[config.mk]
export PLATFORM = sky130hd
export DESIGN_NAME = proc_run_ctrl
export DESIGN_NICKNAME = d
export VERILOG_FILES = /design/src/rtl/proc_run_pkg.sv /design/src/rtl/proc_run_ctrl_stall_seq.sv /design/src/rtl/proc_run_ctrl.sv
export SDC_FILE = /design/constraint.sdc
export NUM_CORES = 1
export LEC_CHECK = 0
export ABC_CLOCK_PERIOD_IN_PS = 4550
export BUFFER_PORTS_ARGS = -buffer_cell sky130_fd_sc_hd__buf_4
export CELL_PAD_IN_SITES_DETAIL_PLACEMENT = 1
export CELL_PAD_IN_SITES_GLOBAL_PLACEMENT = 1
export CORE_UTILIZATION = 27
export DETAILED_ROUTE_END_ITERATION = 6
export GPL_TIMING_DRIVEN = 1
export PLACE_DENSITY = 0.51
export SLEW_MARGIN = 25
export SYNTH_ARGS = -nofsm -noshare
export SYNTH_HDL_FRONTEND = slang
export SYNTH_SLANG_ARGS = --single-unit
[constraint.sdc]
create_clock -name clk -period 4.55 [get_ports clk]
set_input_delay 0.91 -clock clk [delete_from_list [all_inputs] [get_ports clk]]
set_output_delay 0.91 -clock clk [all_outputs]
set_load 0.02 [all_outputs]
[src/rtl/proc_run_pkg.sv]
// proc_run_pkg: shared state encoding and default end-of-program PC for proc_run_ctrl.
package proc_run_pkg;
    typedef enum logic [2:0] {RST_HOLD, PC_HOLD, RUN, DRAIN, DONE} run_state_t;
    localparam logic [31:0] END_PC_DEFAULT = 32'h8008_8008;
endpackage

[src/rtl/proc_run_ctrl_stall_seq.sv]
// stall_seq: issue/stall sequencer, one issue cycle followed by STALL_CYCLES stalls; restart forces an issue.
module stall_seq #(
    parameter int STALL_CYCLES = 4
) (
    input  logic clk,
    input  logic rst,
    input  logic en,
    input  logic restart,
    output logic stall
);
    logic [31:0] scount;
    always_ff @(posedge clk or posedge rst) begin
        if (rst) begin
            scount <= '0;
            stall  <= 1'b0;
        end else if (!en || restart || scount == 32'(STALL_CYCLES)) begin
            scount <= '0;
            stall  <= 1'b0;
        end else begin
            scount <= scount + 32'd1;
            stall  <= 1'b1;
        end
    end
endmodule

[src/rtl/proc_run_ctrl.sv]
// proc_run_ctrl: reset release, stall pattern, end-of-program drain and done flag for the MIPS pipeline.
// Build with PROC_RUN_TIMEOUT_EN to add a watchdog that forces DONE with timeout after TIMEOUT_CYCLES.
module proc_run_ctrl import proc_run_pkg::*; #(
    parameter int          RST_HOLD       = 1,
    parameter int          PC_RST_HOLD    = 1,
    parameter int          STALL_CYCLES   = 4,
    parameter logic [31:0] END_PC         = END_PC_DEFAULT,
    parameter int          DRAIN_CYCLES   = 2,
    parameter int          CNT_W          = 32,
    parameter int          TIMEOUT_CYCLES = 100000
) (
    input  logic             clk,
    input  logic             rst,
    input  logic [31:0]      next_pc,
    input  logic             jbr_taken,
    output logic             core_rst,
    output logic             pc_rst,
    output logic             stall,
    output logic             done,
    output logic             timeout,
    output logic [CNT_W-1:0] cycle_count
);
    run_state_t  state, state_next;
    logic [31:0] cnt, cnt_next;
    logic        core_rst_next, pc_rst_next, done_next, in_run, end_hit, wd_hit;

    assign in_run  = state == RUN;
    assign end_hit = in_run && next_pc == END_PC;

`ifdef PROC_RUN_TIMEOUT_EN
    assign wd_hit = in_run && cycle_count >= CNT_W'(TIMEOUT_CYCLES);
    always_ff @(posedge clk or posedge rst) begin
        if (rst) timeout <= 1'b0;
        else     timeout <= timeout | (wd_hit && !end_hit);
    end
`else
    assign wd_hit  = 1'b0;
    assign timeout = 1'b0;
`endif

    stall_seq #(.STALL_CYCLES(STALL_CYCLES)) u_stall_seq (
        .clk     (clk),
        .rst     (rst),
        .en      (in_run),
        .restart (jbr_taken | end_hit),
        .stall   (stall)
    );

    always_ff @(posedge clk or posedge rst) begin
        if (rst) begin
            state       <= proc_run_pkg::RST_HOLD;
            cnt         <= '0;
            core_rst    <= 1'b1;
            pc_rst      <= 1'b1;
            done        <= 1'b0;
            cycle_count <= '0;
        end else begin
            state       <= state_next;
            cnt         <= cnt_next;
            core_rst    <= core_rst_next;
            pc_rst      <= pc_rst_next;
            done        <= done_next;
            cycle_count <= (in_run || state == DRAIN) && cycle_count != '1 ? cycle_count + 1'b1 : cycle_count;
        end
    end

    // end_hit outranks the watchdog so a program finishing on the limit still drains
    always_comb begin
        state_next = state;
        case (state)
            proc_run_pkg::RST_HOLD: state_next = cnt == 32'(RST_HOLD - 1) ? PC_HOLD : state;
            PC_HOLD:                state_next = cnt == 32'(PC_RST_HOLD - 1) ? RUN : state;
            RUN:                    state_next = end_hit ? DRAIN : wd_hit ? DONE : RUN;
            DRAIN:                  state_next = cnt == 32'(DRAIN_CYCLES - 1) ? DONE : state;
            default:                state_next = DONE;
        endcase
    end

    always_comb begin
        cnt_next      = (state_next != state || in_run || state == DONE) ? '0 : cnt + 32'd1;
        core_rst_next = state_next == proc_run_pkg::RST_HOLD;
        pc_rst_next   = state_next == proc_run_pkg::RST_HOLD || state_next == PC_HOLD;
        done_next     = state_next == DONE;
    end
endmodule

==> results of run 1 <==
logic make-up after synthesis:
family / Yosys count / synth area share [%]
compound gates: 13 / 1.99
xor+xnor: 91 / 15.3
fa+ha+maj: 6 / 1.44
buf+inv: 33 / 2.68
flops: 103 / 49.4
mux: 1 / 0.216
other cells: 1 / 0.0718
simple gates: 285 / 29.0
sequential cells by signal (all words and copies together), names as in the netlist:
register            flops
cnt                    32
core_rst                1
cycle_count            32
done                    1
pc_rst                  1
state                   3
u_stall_seq.scount     32
u_stall_seq.stall       1
worst min path at each step:
stage | slack (ps) | from | cells after the start | end
5_1_grt | 540 | cycle_count[31] | 1 | cycle_count[31]
3_3_place_gp | 490 | cycle_count[25] | 1 | cycle_count[25]
4_1_cts | 510 | cycle_count[31] | 1 | cycle_count[31]
3_5_place_dp | 490 | cycle_count[31] | 1 | cycle_count[31]
2_1_floorplan | 450 | state[1] | 1 | pc_rst
6_report | 510 | cycle_count[31] | 1 | cycle_count[31]
power by group:
part           internal (W)  switching, W  leakage [nW]   total, W
Combinational     0.0000273     0.0000376          1.07  0.0000650
Sequential         0.000919    0.00000522          1.41   0.000924
Clock              0.000386      0.000344         0.132   0.000730
Total               0.00133      0.000387          2.61    0.00172
metrics by stage:
stage                     utilization (%)  setup WS, ps  power (W)
after CTS                            33.5          2080    0.00176
after detailed placement             32.0          1710    0.00101
after global placement               32.0          1840    0.00101
final                                33.5          2150    0.00172
after global routing                 33.5          1870    0.00180
after floorplan                         -           939   0.000972
area by class of cell:
class,count,area (um2)
Multi-Input combinational cell,397,2500
Clock inverter,5,33.8
Clock buffer,11,243
Fill cell,2164,12500
Sequential cell,103,2580
Tap cell,260,325
Timing Repair Buffer,73,548
Inverter,17,66.3
metal layers:
| metal | vias up | wire length [um] |
|---|---|---|
| met4 | 0 | 182 |
| met3 | 11 | 462 |
| met5 | - | 0 |
| met1 | 2074 | 6230 |
| li1 | 1991 | - |
| met2 | 63 | 6210 |
synth_stat cells (2+ instances only):
| library cell | number | share of area [%] |
|---|---|---|
| a21oi_1 | 2 | 0.19 |
| and3_1 | 10 | 1.2 |
| and4_1 | 12 | 2.0 |
| buf_2 | 4 | 0.38 |
| clkbuf_1 | 10 | 0.72 |
| dfrtp_1 | 101 | 48 |
| dfstp_2 | 2 | 1.0 |
| ha_1 | 6 | 1.4 |
| inv_1 | 17 | 1.2 |
| nand2_1 | 33 | 2.4 |
| nand2b_1 | 3 | 0.36 |
| nand3_1 | 34 | 3.3 |
| nand4_1 | 26 | 3.1 |
| nor2_1 | 92 | 6.6 |
| nor3_1 | 23 | 2.2 |
| nor3b_1 | 2 | 0.29 |
| nor4_1 | 28 | 3.4 |
| nor4b_1 | 7 | 1.2 |
| o21bai_1 | 2 | 0.29 |
| or4_1 | 2 | 0.29 |
| xnor2_1 | 64 | 11 |
| xor2_1 | 27 | 4.5 |
critical path, delay by kind of cell:
kind	cells	cell delay [ps]
buffers and inverters	1	110
and+or+nand+nor	5	1580
==> run summary, run 1 <==
Area Overhead vs Synth - 20.6%
commonest non-fill, non-tap cells in the layout - dfrtp_1, nor2_1, buf_4
GP Congestion - 0.740
GR Util met2 - 24.0%
CP max FO - 33
initial antenna violation count - 0
1st-pass router iterations - 4
commonest non-fill, non-tap cell in the layout - dfrtp_1
number of flops mapped to enable cells by yosys - 0
PortBufs - 70
via count - 4139
placed cell area - 6020 um2
status - complete, no violations
worst-margin pin slew - 730 ps
final worst path period need - 2400 ps
worst min path class - flop to flop
drt drc - 0
die height - 141 um
Finished Layout Cells - 866
type of origin of the critical path - input port
Post-Syn Area - 5220 um2
largest net degree at the start of global routing - 56
Syn Inst Count - 533
Cell Chain, Critical Path - buf_4 > nor4b_1 > nand4_1 > nor3_1 > or4b_2 > nor2_1
drt total wl - 13100 um
CP Launch Point - next_pc[1]
Setup TNS Final - 0 ps
met3 GRT Util - 2.55%
share of flip-flops with an asynchronous set or reset - 100%
Leak - 2.61 nW
max_cap viols - 0
FF-to-FF End - u_stall_seq.scount[3]
Pins Over Slew Limit - 0
first-pass GRT wire length - 22600 um
die area - 19900 um2
htree depth - 3
root buf cell - clkbuf_16
GR peak layer - met2
RSZ-0062 raised after global routing - false
fin nets - 642
#FFs+latches synth - 103
Reg clk slew, reported paths - 70 ps
r2r setup slk - 2230 ps
I/O Pins - 72
Worst IR Drop VDD - 163 uV
Synth Flop Type - dfrtp_1
share of cells above drive strength 1 - 16.5%
clk_skew - 6.97 ps
reg2reg path depth - 7
fmax - 416 MHz
synth warn - 0
row cnt - 50
setup violators final - 0
slowest stage delay, CP - 650 ps
syn nets - 574
Setup crit end - u_stall_seq.scount[3]
Final Cell Area - 6300 um2
CP Capture Type - flop
number of post-CTS setup repair buffers - 0
final hold violations - 0
Starting Density - 27.7%
Initial DRC Count - 150
antenna fix cells - 0
DRT antenna net count - 0
Gates resized, CTS repair - 0
Wirelength per Cell - 15.1 um
Mean Syn Cell Area - 9.80 um2
Yosys cell types - 48
sequential area share after synthesis - 49.4%
slew margin rel. - 51.4%
hold_buf cts - 0
CP arrival - 2600 ps
number of global-route vias before repair - 4493
Slowest-stage cell, CP - or4b_2
Sink Count - 103
hold slack - 508 ps
RR Startpoint - u_stall_seq.scount[0]
met1 Track Usage GR - 18.2%
CTS tree - built
Pwr Density - 273 nW/um2
Placed Instances - 850
fin crit share - 52.8%
gr ovfl total - 0
CP Data Required Time - 4750 ps
CTS Buf Count - 9
clk_lat worst skew - 350 ps
Die X-Extent - 141 um
total core area - 18800 um2
Max clock buf depth - 2
Tot GR Track Use - 14.3%
DP Wirelength - 9410 um
average via count per standard cell - 4.78
CP Class - input port to flop
Power figures use the tool's default switching activity.
==> inputs of run 2 (changes only) <==
--- a/config.mk
+++ b/config.mk
@@ -5,14 +5,14 @@
 export SDC_FILE = /design/constraint.sdc
 export NUM_CORES = 1
 export LEC_CHECK = 0
-export ABC_CLOCK_PERIOD_IN_PS = 4550
+export ABC_CLOCK_PERIOD_IN_PS = 2140
 export BUFFER_PORTS_ARGS = -buffer_cell sky130_fd_sc_hd__buf_4
 export CELL_PAD_IN_SITES_DETAIL_PLACEMENT = 1
 export CELL_PAD_IN_SITES_GLOBAL_PLACEMENT = 1
 export CORE_UTILIZATION = 27
 export DETAILED_ROUTE_END_ITERATION = 6
 export GPL_TIMING_DRIVEN = 1
-export PLACE_DENSITY = 0.51
+export PLACE_DENSITY = 0.53
 export SLEW_MARGIN = 25
 export SYNTH_ARGS = -nofsm -noshare
 export SYNTH_HDL_FRONTEND = slang
==> constraint.sdc (replaced) <==
create_clock -name clk -period 2.14 [get_ports clk]
set_input_delay 0.428 -clock clk [delete_from_list [all_inputs] [get_ports clk]]
set_output_delay 0.428 -clock clk [all_outputs]
set_load 0.02 [all_outputs]
==> run 2 against run 1 <==
Wire length is 0.46% higher. Non-clock buffer count up 26. Setup slack got worse by 2000 ps. Sequential power up 110%. Combinational power is 120% higher. Total power is 130% higher. Sequential share of layout area shrank 1.8 points. Register-to-register slack worse by 2100 ps. First-iteration DRC count down 13%. Cell area rose by 4.7%. Hold slack got worse by 270 ps. Cell count grew 3.0%. Critical endpoint is now u_stall_seq.scount[30]. Largest cell class unchanged.
==> run summary, run 2 (synthesis results as in run 1) <==
Die X-Extent - 141 um (unchanged)
final worst path period need - 2010 ps
CTS tree - built
total core area - 18800 um2 (unchanged)
reg2reg path depth - 6 (-1)
Final Cell Area - 6600 um2 (+4.7%)
fin crit share - 93.8%
status - complete, no violations
Cell Chain, Critical Path - ha_2 > nand4_4 > or4_4 > nor4b_4 > xnor2_1 > nor2_2
DP Wirelength - 9300 um (-1.3%)
CP max FO - 6 (-82%)
number of global-route vias before repair - 4448 (-1.0%)
Wirelength per Cell - 14.7 um (-2.5%)
drt total wl - 13100 um (+0.46%)
Slowest-stage cell, CP - or4_4
slowest stage delay, CP - 620 ps (-30 ps)
Tot GR Track Use - 14.2% (-0.080 points)
type of origin of the critical path - flop
commonest non-fill, non-tap cell in the layout - dfrtp_1
clk_lat worst skew - 350 ps (about the same)
DRT antenna net count - 0 (unchanged)
hold_buf cts - 0 (unchanged)
final hold violations - 0 (unchanged)
I/O Pins - 72 (unchanged)
fmax - 498 MHz
average via count per standard cell - 4.74 (-0.83%)
antenna fix cells - 0 (unchanged)
Placed Instances - 876 (+3.1%)
CP Class - flop to flop
Tot Pwr - 0.00394 W (+130%)
initial antenna violation count - 0 (unchanged)
row cnt - 50 (unchanged)
commonest non-fill, non-tap cells in the layout - dfrtp_1, buf_4, nor2_1
Gates resized, CTS repair - 0 (unchanged)
share of cells above drive strength 1 - 20.6% (+4.1 points)
drt drc - 0 (unchanged)
hold slack - 240 ps (-268 ps)
worst-margin pin slew - 570 ps (-160 ps)
placed cell area - 6260 um2 (+3.9%)
Pwr Density - 597 nW/um2 (+120%)
die area - 19900 um2 (unchanged)
number of post-CTS setup repair buffers - 0 (unchanged)
registers with the most flip-flops - cnt: 32 flops, cycle_count: 32 flops, u_stall_seq.scount: 32 flops
Reg clk slew, reported paths - 70 ps (about the same)
PortBufs - 70 (unchanged)
RSZ-0062 raised after global routing - false
Setup TNS Final - 0 ps (unchanged)
Leak - 2.78 nW (+6.3%)
Max clock buf depth - 2 (unchanged)
1st-pass router iterations - 4 (unchanged)
gr ovfl total - 0 (unchanged)
CP Capture Type - flop
fin nets - 668 (+4.0%)
first-pass GRT wire length - 22400 um (-1.0%)
Pins Over Slew Limit - 0 (unchanged)
setup violators final - 0 (unchanged)
worst min path class - input port to asynchronous set/reset pin
Area Overhead vs Synth - 26.3%
htree depth - 3 (unchanged)
CP arrival - 2250 ps (-350 ps)
Finished Layout Cells - 892 (+3.0%)
CTS Buf Count - 9 (unchanged)
die height - 141 um (unchanged)
Sink Count - 103 (unchanged)
CP Data Required Time - 2380 ps (-2370 ps)
root buf cell - clkbuf_16
slew margin rel. - 62.0% (+11 points)
max_cap viols - 0 (unchanged)
Initial DRC Count - 130 (-13%)
clk_skew - 8.65 ps (+1.68 ps)
Worst IR Drop VDD - 424 uV (+160%)
via count - 4228 (+2.2%)
Starting Density - 27.7% (unchanged)
GP Congestion - 0.738 (-0.31%)
largest net degree at the start of global routing - 104 (+86%)
==> run 2: cell types whose count changed in the layout (fill, tap and decap cells not counted), moves of 2 or more <==
| cell | before | now |
|---|---|---|
| buf_4 | 73 | 96 |
| buf_12 | 0 | 3 |
| inv_6 | 0 | 3 |
| bufinv_16 | 0 | 2 |
| clkinv_2 | 2 | 0 |
==> run 2: power breakdown <==
part	total [W]	leakage [nW]	switching (W)	internal, W
combinational	0.000146	1.20	0.0000808	0.0000653
sequential	0.00196	1.41	0.0000104	0.00195
clock	0.00183	0.161	0.000785	0.00104
total	0.00394	2.78	0.000876	0.00306
==> run 2: final timing paths <==
| check | start | endpoint | slack (ps) |
|---|---|---|---|
| max reg2reg | u_stall_seq.scount[1] | u_stall_seq.scount[30] | 130 |
| min | rst | u_stall_seq.scount[3] | 240 |
| max in group asynchronous | rst | pc_rst | 1470 |
| min in group clk | u_stall_seq.scount[0] | u_stall_seq.scount[0] | 500 |
| min reg2reg | u_stall_seq.scount[0] | u_stall_seq.scount[0] | 500 |
| max | u_stall_seq.scount[1] | u_stall_seq.scount[30] | 130 |
==> run 2: area by class of cell <==
type,count,area (um2)
Inverter,17,67.6
Multi-Input combinational cell,397,2510
Clock buffer,9,225
Fill cell,2182,12200
Sequential cell,103,2580
Timing Repair Buffer,99,781
Tap cell,260,325
Clock inverter,7,104
==> run 2: stage by stage <==
step | worst slack (ps) | util, %
after global routing | 3.82 | 35.0
after floorplan | 86.2 | -
after CTS | 59.9 | 35.0
after global placement | -53.4 | 33.2
final | 132 | 35.0
after detailed placement | -12.1 | 33.2
==> run 2: metal layers <==
| layer | up-vias | routed length (um) | GRT usage (%) |
|---|---|---|---|
| met2 | 63 | 5980 | 22.6 |
| met3 | 9 | 519 | 2.72 |
| li1 | 2041 | - | - |
| met4 | 0 | 185 | 5.32 |
| met5 | - | 0 | 0 |
| met1 | 2115 | 6460 | 19.0 |
==> run 2: critical path: cells and delay by family (launching register included) <==
family,cells,cell delay [ps]
simple gates,4,1080
flops,1,410
fa+ha+maj,1,250
xor+xnor,1,160
==> inputs of run 3 (changes only) <==
--- a/config.mk
+++ b/config.mk
@@ -6,7 +6,7 @@
 export NUM_CORES = 1
 export LEC_CHECK = 0
 export ABC_CLOCK_PERIOD_IN_PS = 2140
-export BUFFER_PORTS_ARGS = -buffer_cell sky130_fd_sc_hd__buf_4
+export BUFFER_PORTS_ARGS = -buffer_cell sky130_fd_sc_hd__buf_2
 export CELL_PAD_IN_SITES_DETAIL_PLACEMENT = 1
 export CELL_PAD_IN_SITES_GLOBAL_PLACEMENT = 1
 export CORE_UTILIZATION = 27
==> run 3 against run 2 <==
Combinational power fell by 3%. Cell area is 3.1% lower. Highest routed layer unchanged. First-iteration DRC count is 12% lower. Wire length grew 2.9%. Critical endpoint unchanged. Register-to-register slack barely moved. Critical path depth stayed put. Die area unchanged.
==> run summary, run 3 (synthesis results as in run 1) <==
hold slack - 164 ps (-75.5 ps)
drt drc - 0 (unchanged)
number of post-CTS setup repair buffers - 0 (unchanged)
Pins Over Slew Limit - 0 (unchanged)
Leak - 2.73 nW (-1.7%)
CP arrival - 2250 ps (about the same)
CTS Buf Count - 9 (unchanged)
Tot GR Track Use - 14.5% (+0.31 points)
average via count per standard cell - 4.80 (+1.3%)
row cnt - 50 (unchanged)
pre-CTS WS - -12.0 ps (+0.0930 ps)
Cell Chain, Critical Path - ha_2 > nand4_4 > or4_4 > nor4b_4 > xnor2_1 > nor2_2
reg2reg path depth - 6 (unchanged)
Pint - 0.00281 W (-8.1%)
fin crit share - 93.7% (-0.16 points)
DP Wirelength - 9940 um (+7.0%)
RSZ-0062 raised after global routing - false
Seq pwr share - 53.0% (+3.1 points)
status - complete, no violations
die height - 141 um (unchanged)
DRT antenna net count - 0 (unchanged)
max_cap viols - 0 (unchanged)
clock network power share - 43.2% (-3.2 points)
Worst IR Drop VDD - 444 uV (+4.8%)
Starting Density - 27.7% (unchanged)
FF-to-FF End - u_stall_seq.scount[30]
final hold violations - 0 (unchanged)
gr ovfl total - 0 (unchanged)
commonest non-fill, non-tap cell in the layout - dfrtp_1
total core area - 18800 um2 (unchanged)
Tot Pwr - 0.00370 W (-6.0%)
switch share - 24.0% (+1.7 points)
combinational power share - 3.8% (about the same)
CP max FO - 6 (unchanged)
setup violators final - 0 (unchanged)
clk_lat worst skew - 360 ps (about the same)
die area - 19900 um2 (unchanged)
final worst path period need - 2000 ps (-3.33 ps)
NetSw - 0.000888 W (+1.3%)
first-pass GRT wire length - 22800 um (+1.6%)
share of cells above drive strength 1 - 20.9% (+0.28 points)
CP Capture Type - flop
PortBufs - 70 (unchanged)
fin nets - 669 (+0.15%)
antenna fix cells - 0 (unchanged)
type of origin of the critical path - flop
GP Congestion - 0.753 (+2.0%)
commonest non-fill, non-tap cells in the layout - dfrtp_1, nor2_1, buf_2
1st-pass router iterations - 4 (unchanged)
Reg clk slew, reported paths - 70 ps (about the same)
Initial DRC Count - 115 (-12%)
final setup margin - 135 ps (+3.33 ps)
root buf cell - clkbuf_16
CP Class - flop to flop
worst-margin pin slew - 649 ps (+78.8 ps)
worst min path class - input port to asynchronous set/reset pin
CP Data Required Time - 2380 ps (about the same)
clk_skew - 11.5 ps (+2.81 ps)
registers with the most flip-flops - cnt: 32 flops, cycle_count: 32 flops, u_stall_seq.scount: 32 flops
fmax - 499 MHz (+0.17%)
slowest stage delay, CP - 620 ps (about the same)
Final Cell Area - 6390 um2 (-3.1%)
via count - 4286 (+1.4%)
CTS tree - built
drt total wl - 13500 um (+2.9%)
Sink Count - 103 (unchanged)
I/O Pins - 72 (unchanged)
Area Overhead vs Synth - 22.4%
initial antenna violation count - 0 (unchanged)
Slowest-stage cell, CP - or4_4
RR Startpoint - u_stall_seq.scount[1]
r2r setup slk - 140 ps (about the same)
slew margin rel. - 55.6% (-6.4 points)
largest net degree at the start of global routing - 34 (-67%)
Die X-Extent - 141 um (unchanged)
number of global-route vias before repair - 4569 (+2.7%)
placed cell area - 6100 um2 (-2.5%)
Max clock buf depth - 2 (unchanged)
Wirelength per Cell - 15.2 um (+2.8%)
htree depth - 3 (unchanged)
Setup TNS Final - 0 ps (unchanged)
Pwr Density - 579 nW/um2 (-3.1%)
run 3: repair_timing:
action / CTS / global route
resized for setup: 0 / 4
hold buffers: 0 / 0
endpoints found under the setup margin: 0 / 7
run 3: critical path: cells and delay by family, from the launching register on:
family / cells / cell delay (ps)
DFF: 1 / 410
adders and majority gates: 1 / 250
xor gates and xnor gates: 1 / 160
and+or+nand+nor: 4 / 1070
run 3: routing by layer:
layer	up-vias	GRT usage, %	routed length (um)	share of wire (%)
met4	0	6.52	253	1.9
met1	2163	18.7	6510	48
li1	2043	-	-	-
met5	-	0	0	0
met2	69	23.6	6290	46
met3	11	2.65	481	3.6
run 3: through the flow:
step,cells,utilization [%]
after global placement,877,32.4
after CTS,893,33.9
after global routing,893,34.0
after detailed placement,877,32.4
after floorplan,533,-
final,893,34.0
run 3: worst max path at each step:
stage | slack (ps) | from | endpoint
2_1_floorplan | 90 | u_stall_seq.scount[0] | u_stall_seq.scount[30]
3_5_place_dp | -10 | next_pc[0] | u_stall_seq.scount[22]
4_1_cts | 40 | u_stall_seq.scount[0] | u_stall_seq.scount[24]
6_report | 140 | u_stall_seq.scount[1] | u_stall_seq.scount[30]
3_3_place_gp | 100 | next_pc[0] | u_stall_seq.scount[24]
5_1_grt | 20 | u_stall_seq.scount[1] | u_stall_seq.scount[30]
run 3: power by group through the flow:
| stage | clock network [W] | logic, W | registers, W |
|---|---|---|---|
| finish | 0.00160 | 0.000141 | 0.00196 |
| global route | 0.00173 | 0.000159 | 0.00196 |
| CTS | 0.00166 | 0.000148 | 0.00196 |
| detailed placement | 0 | 0.000147 | 0.00200 |
| global placement | 0 | 0.000142 | 0.00200 |
| floorplan | 0 | 0.0000673 | 0.00200 |
run 3: layout make-up:
cell class	instances	area [um2]
clock buffers	9	225
clock inverters	7	56.3
fillers	2168	12400
inverters	17	67.6
multi-input cells	397	2510
flip-flops and latches	103	2580
well taps	260	325
repair buffers	100	626
